==> src/rtl/dm_dmi_arbiter.sv <==
// rtl/dm_dmi_arbiter.sv - two-master DMI arbiter in front of DM_top
// Round-robin request grant, in-order response return via an owner-tag FIFO.
module dm_dmi_arbiter #(
    parameter int MaxOutstanding = 2
) (
    input  logic             clk_i,
    input  logic             rst_i,
    input  logic [1:0]       req_valid_i,
    output logic [1:0]       req_ready_o,
    input  logic [1:0][40:0] req_i,
    output logic [1:0]       resp_valid_o,
    input  logic [1:0]       resp_ready_i,
    output logic [33:0]      resp_o,
    input  logic             lock0_i,
    output logic             dm_req_valid_o,
    input  logic             dm_req_ready_i,
    output logic [40:0]      dm_req_o,
    input  logic             dm_resp_valid_i,
    output logic             dm_resp_ready_o,
    input  logic [33:0]      dm_resp_i,
    output logic             owner_o,
    output logic             spurious_o
);

    localparam int CntW = $clog2(MaxOutstanding + 1);
    localparam int PtrW = (MaxOutstanding > 1) ? $clog2(MaxOutstanding) : 1;

    logic [MaxOutstanding-1:0] tag_q;
    logic [PtrW-1:0]           wr_ptr_q;
    logic [PtrW-1:0]           rd_ptr_q;
    logic [CntW-1:0]           count_q;
    logic                      rr_q;
    logic                      hold_valid_q;
    logic                      hold_port_q;
    logic                      owner_q;
    logic                      spurious_q;

    logic       tag_full;
    logic       tag_empty;
    logic       head;
    logic [1:0] eligible;
    logic       any_grant;
    logic       grant_port;
    logic       push;
    logic       pop;

    function automatic logic [PtrW-1:0] ptr_inc(input logic [PtrW-1:0] p);
        return (p == PtrW'(MaxOutstanding - 1)) ? '0 : p + 1'b1;
    endfunction

    // Full is taken from the registered count so a response pop never feeds the request path.
    assign tag_full  = (count_q == CntW'(MaxOutstanding));
    assign tag_empty = (count_q == '0);
    assign head      = tag_q[rd_ptr_q];

    always_comb begin
        eligible   = req_valid_i & {~lock0_i, 1'b1};
        any_grant  = 1'b0;
        grant_port = 1'b0;
        // A presented but unaccepted request keeps its grant, ignoring rr and lock.
        if (hold_valid_q) begin
            any_grant  = req_valid_i[hold_port_q];
            grant_port = hold_port_q;
        end else if (&eligible) begin
            any_grant  = 1'b1;
            grant_port = rr_q;
        end else if (eligible[0]) begin
            any_grant  = 1'b1;
            grant_port = 1'b0;
        end else if (eligible[1]) begin
            any_grant  = 1'b1;
            grant_port = 1'b1;
        end
    end

    always_comb begin
        dm_req_valid_o  = 1'b0;
        dm_req_o        = '0;
        req_ready_o     = 2'b00;
        resp_valid_o    = 2'b00;
        dm_resp_ready_o = 1'b0;
        if (!rst_i) begin
            dm_req_valid_o = any_grant & ~tag_full;
            if (any_grant) begin
                dm_req_o                = req_i[grant_port];
                req_ready_o[grant_port] = dm_req_ready_i & ~tag_full;
            end
            if (tag_empty) begin
                dm_resp_ready_o = 1'b1;
            end else begin
                resp_valid_o[head] = dm_resp_valid_i;
                dm_resp_ready_o    = resp_ready_i[head];
            end
        end
    end

    assign resp_o     = dm_resp_i;
    assign owner_o    = owner_q;
    assign spurious_o = spurious_q;
    assign push       = dm_req_valid_o & dm_req_ready_i;
    assign pop        = ~tag_empty & dm_resp_valid_i & dm_resp_ready_o;

    always_ff @(posedge clk_i) begin
        if (rst_i) begin
            tag_q        <= '0;
            wr_ptr_q     <= '0;
            rd_ptr_q     <= '0;
            count_q      <= '0;
            rr_q         <= 1'b0;
            hold_valid_q <= 1'b0;
            hold_port_q  <= 1'b0;
            owner_q      <= 1'b0;
            spurious_q   <= 1'b0;
        end else begin
            if (push) begin
                tag_q[wr_ptr_q] <= grant_port;
                wr_ptr_q        <= ptr_inc(wr_ptr_q);
                rr_q            <= ~grant_port;
                owner_q         <= grant_port;
            end
            if (pop) begin
                rd_ptr_q <= ptr_inc(rd_ptr_q);
            end
            if (push && !pop) begin
                count_q <= count_q + 1'b1;
            end else if (pop && !push) begin
                count_q <= count_q - 1'b1;
            end
            hold_valid_q <= dm_req_valid_o & ~dm_req_ready_i;
            hold_port_q  <= grant_port;
            if (tag_empty && dm_resp_valid_i) begin
                spurious_q <= 1'b1;
            end
        end
    end

endmodule

==> config.mk <==
export PLATFORM = sky130hd
export DESIGN_NAME = dm_dmi_arbiter
export DESIGN_NICKNAME = d
export VERILOG_FILES = /design/src/rtl/dm_dmi_arbiter.sv
export SDC_FILE = /design/constraint.sdc
export NUM_CORES = 1
export LEC_CHECK = 0
export CAP_MARGIN = 20
export CORE_AREA = 2 2 81 83
export CTS_BUF_LIST = sky130_fd_sc_hd__clkbuf_8
export DETAILED_ROUTE_END_ITERATION = 10
export DIE_AREA = 0 0 83 85
export GPL_TIMING_DRIVEN = 0
export PLACE_DENSITY = 0.78
export RECOVER_POWER = 100
export SLEW_MARGIN = 20
export SYNTH_ARGS = -nofsm -noshare
export SYNTH_HDL_FRONTEND = slang
export SYNTH_SLANG_ARGS = --single-unit
==> constraint.sdc <==
create_clock -name clk_i -period 2.5 [get_ports clk_i]
set_input_delay 0.375 -clock clk_i [delete_from_list [all_inputs] [get_ports clk_i]]
set_output_delay 0.375 -clock clk_i [all_outputs]
set_load 0.005 [all_outputs]
# Yosys cells after proc, flatten, opt, wreduce, memory -nomap -nowiden
# Cells that the tools add are included.
[totals] register_bits=11 out_inout_bits=83 elab_cells=82 inputBits=125
[classes] reduce_logical=11 bitwise=14 n_eq_ne=1 mux=35 n_lt_le_gt_ge=8 n_addsub=4
[op_table] cell="$mux W41" n=4
[op_table] cell="$mux W1" n=21
[op_table] cell="$mux W2" n=6
[op_table] cell="$lt A1 B2 Y1 const B" n=5
[op_table] cell="$and A1 B1 Y1" n=6
[op_table] cell="$and A2 B2 Y2" n=3
[op_table] cell="$logic_and A1 B1 Y1" n=6
[op_table] cell="$not A1 Y1" n=5
[op_table] cell="$demux W1 S1" n=3
[op_table] cell="$ge A1 B1 Y1 const B" n=3
[op_table] cell="$add A1 B1 Y1 const B" n=2
[op_table] cell="$add A2 B1 Y2 const B" n=1
[op_table] cell="$bwmux W2" n=1
[op_table] cell="$eq A2 B2 Y1 const B" n=1
[op_table] cell="$logic_not A1 Y1" n=2
[op_table] cell="$logic_not A2 Y1" n=1
[op_table] cell="$reduce_and A2 Y1" n=1
[op_table] cell="$reduce_bool A2 Y1" n=1
[op_table] cell="$sub A2 B1 Y2 const B" n=1

# Logic depth before layout (Yosys ltp)
[logic_depth] ltp_word=13 ltp_mapped=7 depth_no_buf=7

# Worst setup path before layout
# Ideal clock, no wire load.
[synth_path] kind="flip-flop to flip-flop" startpoint="register count_q[1]" endpoint="register count_q[1]" setup_time_ps=71 path_stages_with_launch=7 path_slack_ps=567 n_path_buf=0 t_required_ps=2429 period_less_slack_ps=1933 arrival_time_ps=1862 cell_sequence="dfxtp_1 -> nor2b_2 -> or3b_4 -> a31oi_4 -> ha_1 -> or3_1 -> a21oi_1"
[synth_between] elab_chain_len=8 elab_cells_between_ends=20 cone_classes="2 x add/sub; 1 x eq/ne; 5 x mux; 6 x bitwise; 6 x reduce/logical"
[synth_rtl] element="start, declared" line_no="31" text="logic [CntW-1:0] count_q;"
[synth_rtl] element="start signal, assigned" line_no="125" text="count_q <= count_q + 1'b1;"
[synth_rtl] element="start signal, assigned" line_no="127" text="count_q <= count_q - 1'b1;"
[synth_rtl] element="$eq A2 B2 Y1 (*)" line_no="52" text="assign tag_full = (count_q == CntW'(MaxOutstanding));"
[synth_rtl] element="$not A1 Y1 (*)" line_no="83" text="dm_req_valid_o = any_grant & ~tag_full;"
[synth_rtl] element="$and A1 B1 Y1 (*)" line_no="83"
[synth_rtl] element="$mux W1 (*)" line_no="82" text="if (!rst_i) begin"
[synth_rtl] element="$and A1 B1 Y1 (*)" line_no="100" text="assign push = dm_req_valid_o & dm_req_ready_i;"
[synth_rtl] element="net push" line_no="44" text="logic push;"
[synth_rtl] element="$logic_not A1 Y1" line_no="126" text="end else if (pop && !push) begin"
[synth_rtl] element="$logic_and A1 B1 Y1" line_no="126"
[synth_rtl] element="$reduce_bool A2 Y1 (no line)"
# Mark *: on every way through the listed nets, which the timed path passes. The rest lies on a longest branch. The select of a mux whose other input is x is not followed.
# A chain may end at the register's enable or synchronous reset.

# Final worst setup path
[layout_path] startpoint="input lock0_i" endpoint="output dm_req_o[15]"
[layout_between] elab_chain_len=10 elab_cells_between_ends=14 cone_classes="11 x mux; 2 x bitwise; 1 x reduce/logical"
[layout_rtl] element="start, declared" line_no="14" text="input logic lock0_i,"
[layout_rtl] element="$not A1 Y1 (*)" line_no="57" text="eligible = req_valid_i & {~lock0_i, 1'b1};"
[layout_rtl] element="$and A2 B2 Y2 (*)" line_no="57"
[layout_rtl] element="$mux W1" line_no="70" text="end else if (eligible[1]) begin"
[layout_rtl] element="$mux W1" line_no="67" text="end else if (eligible[0]) begin"
[layout_rtl] element="$mux W1" line_no="64" text="end else if (&eligible) begin"
[layout_rtl] element="$mux W1" line_no="61" text="if (hold_valid_q) begin"
[layout_rtl] element="$mux W41 (not written as such) (2 in a row)" line_no="85" text="dm_req_o = req_i[grant_port];"
[layout_rtl] element="$mux W41 (*)" line_no="84" text="if (any_grant) begin"
[layout_rtl] element="$mux W41 (*)" line_no="82"
[layout_rtl] element="end, declared" line_no="17" text="output logic [40:0] dm_req_o,"
# Mark *: on every way between the ends. The rest lies on a longest branch, timed or not. The select of a mux whose other input is x is not followed.

==> metrics.yaml <==
synth_area_sq_um: 1376
synth.distinct_cells: 27
cts.sinks: 11
drtAntennaViolNets: 0
core_area_sq_um: 6205
power.share.clock_pct: 17.6
cpPeakStageDelay_ns: 0.40
rsz0062_at_grt: "true"
ir_drop_uv: 214.1
critPathBufInv: 4
wl_um: 6320
start_util_pct: 22.18
grt_pass1_wl_um: 10060
ctsHtreeMaxLevel: 1
post_drt_wl_per_cell_um: 12.51
ys_ff_latch: 11
place_area_sq_um: 3204
p_int_uw: 681.7
status: "finished, final reports clean"
cp-start-kind: "input port"
diodes: 0
slew_viol_final: 0
whs_ns: 0.4827
hp-start: "spurious_o$_SDFFE_PP0P_"
setup_violations: 0
maxCapViolations: 0
antenna_found_initial: 0
fin_util_pct: 56.08
timing.fmax_mhz: 411.6
dr_total_vias: 2240
yosysSeqAreaShare_pct: 16.00
io_pins: 208
combPwrFrac_pct: 60.5
syn_to_final_growth_pct: 152.8
crit_fanout: 10
hpwl_um: 4940
yosysTopAreaCellShare_pct: 22.91
p_sw_share_pct: 30.49
hold_buffers: 0
fin_skew_ns: 0.001430
dieArea_sq_um: 7055
power_uw: 980.6
final.min_clock_period_ns: 2.429
dr.pass1.iters: 4
p_switching_uw: 299.0
power_frac_seq_pct: 21.9
hold_viol_final: 0
crit_family: "buffers and inverters"
numCtsBuffers: 3
crit_chain: "clkdlybuf4s50_1 -> nand2b_4 -> a21o_1 -> a31o_4 -> buf_4 -> clkbuf_8 -> a21oi_2 -> clkdlybuf4s15_1"
cp.arrival_ns: 2.05
path_clk_slew_ns: 0.05
track_usage_pct: 16.85
hold_class: "reg -> reg"
cts_max_path_buffers: 2
synth_nets: 359
crit_required_ns: 2.12
wl_met1_um: 2368
finalCritPeriodShare_pct: 97.17
r2r_start: "rd_ptr_q$_SDFFE_PP0P_"
vias_per_cell: 4.436
clock-root-buffer: "clkbuf_8"
slowest_stage: "clkdlybuf4s50_1"
place_ws_ns: -0.7541
maxSlewHeadroom_pct: 71.57
worstSetupStartpoint: "lock0_i"
worstMarginPinSlew_ns: 0.4264
drive_above_1_share_pct: 25.00
clk_latency_ns: 0.23
end_kind: "output port"
gp_congestion: 0.7748
grt_pass1_vias: 2173
drc_errors: 0
fp.dieH_um: 85
placed_cells: 483
rows: 29
die_x_um: 83
powerDensity_nw_per_um2: 281.8
fin_area_sq_um: 3480
overflow: 0
fin_cells: 505
port_buffers: 173
drt_iter0_drc: 60
path_class: "in -> out"
cts_tree: "yes"
syn_inst: 233
routed-wl-met3_um: 478
met2WireLength_um: 3354
yosys-top-cells-area: "nand2_1, buf_4, a21oi_1"
p_leak_nw: 1.664
fin_setup_tns_ns: 0
yosysWarningCount: 0
yosys.area.top_type: "nand2_1"
syn_area_per_cell_sq_um: 5.907
highest-signal-layer: "met4"
fin_nets: 555
grt_max_degree: 11
finalWorstSetupSlack_ns: 0.07070
## registers in the layout, summed over array words and instances (netlist names)
signal	flops
count_q	2
tag_q	2
hold_port_q	1
hold_valid_q	1
owner_o	1
rd_ptr_q	1
rr_q	1
spurious_o	1
wr_ptr_q	1
## placed cells by master (no fill, tap or decap), types with 2 or more instances in the layout
master / Yosys / final
buf_4: 34 / 51
dlygate4sd2_1: 0 / 16
dlymetal6s2s_1: 0 / 5
a311oi_1: 2 / 2
inv_1: 2 / 2
nor2_1: 9 / 8
buf_2: 0 / 10
nor3_1: 5 / 4
clkbuf_8: 0 / 12
clkbuf_4: 0 / 3
mux2i_1: 3 / 3
dfxtp_1: 11 / 11
a21oi_1: 47 / 40
nand2_1: 84 / 84
xor2_1: 2 / 2
o21ai_0: 2 / 2
clkbuf_2: 0 / 11
clkdlybuf4s50_1: 0 / 92
or3_1: 2 / 2
clkdlybuf4s15_1: 0 / 3
a21oi_2: 0 / 7
buf_12: 0 / 2
dlygate4sd3_1: 0 / 36
## final cells by class
type	instances	area, sq um
Clock inverter	1	3.754
Buffer	46	397.9
Multi-Input combinational cell	171	907.1
Sequential cell	11	220.2
Clock buffer	3	41.29
Inverter	2	7.507
Fill cell	577	2725
Timing Repair Buffer	194	1805
Tap cell	77	96.34
## layer usage
metal	up-vias	GRT usage, %
met5	-	0
met4	0	4.322
met3	12	3.599
met2	119	31.89
met1	986	19.15
li1	1123	-
## cell families after synthesis
family	Yosys count	share of synthesized area, %
AND/OR/NAND/NOR	107	31.82
flip-flops	11	16.00
adder cells (fa/ha/maj)	1	0.9089
AO/OA/AOI/OAI	57	24.00
multiplexers	3	2.182
XOR/XNOR	3	1.909
buffers and inverters	51	23.18
## cells in the mapped netlist
| cell type | number |
|---|---|
| a311oi_1 | 2 |
| mux2i_1 | 3 |
| xnor2_1 | 1 |
| xor2_1 | 2 |
| nor2b_2 | 1 |
| clkbuf_1 | 15 |
| nor3b_1 | 1 |
| a211o_1 | 1 |
| nand2_1 | 84 |
| a31o_2 | 1 |
| or2_2 | 1 |
| dfxtp_1 | 11 |
| nand2b_1 | 2 |
| ha_1 | 1 |
| o21ai_0 | 2 |
| a21oi_1 | 47 |
| nor3_1 | 5 |
| a21o_1 | 1 |
| buf_4 | 34 |
| nand3_1 | 1 |
| or3b_4 | 1 |
| o31ai_2 | 1 |
| inv_1 | 2 |
| o31a_1 | 1 |
| a31oi_4 | 1 |
| nor2_1 | 9 |
| or3_1 | 2 |
## power groups by stage
stage / Clock (mW) / Combinational, mW / Sequential [mW]
2_1_floorplan: 0 / 0.222 / 0.213
3_3_place_gp: 0 / 0.564 / 0.215
3_5_place_dp: 0 / 0.571 / 0.217
4_1_cts: 0.176 / 0.602 / 0.214
5_1_grt: 0.189 / 0.648 / 0.218
6_report: 0.173 / 0.593 / 0.215
## final timing paths
path | endpoint | slack [ns] | cells after the start
max | dm_req_o[15] | 0.07 | 8
min | spurious_o$_SDFFE_PP0P_ | 0.48 | 2
max reg2reg | count_q[1]$_SDFFE_PP0P_ | 0.46 | 6
min reg2reg | spurious_o$_SDFFE_PP0P_ | 0.48 | 2
## repair_timing
item                                    in CTS  in global routing
cloned                                       2                  0
pin swaps                                    4                  4
setup buffers                               12                  7
gates resized for setup                    116                 35
hold endpoints to repair                     0                  0
endpoints found under the setup margin      44                 34
## tightest hold or removal path, stage by stage, from the launching register on
cell     delay [ns]
dfxtp_1        0.33
a21oi_1        0.05
nor2_1         0.07
Note: power is estimated with default switching activity, not from simulation.
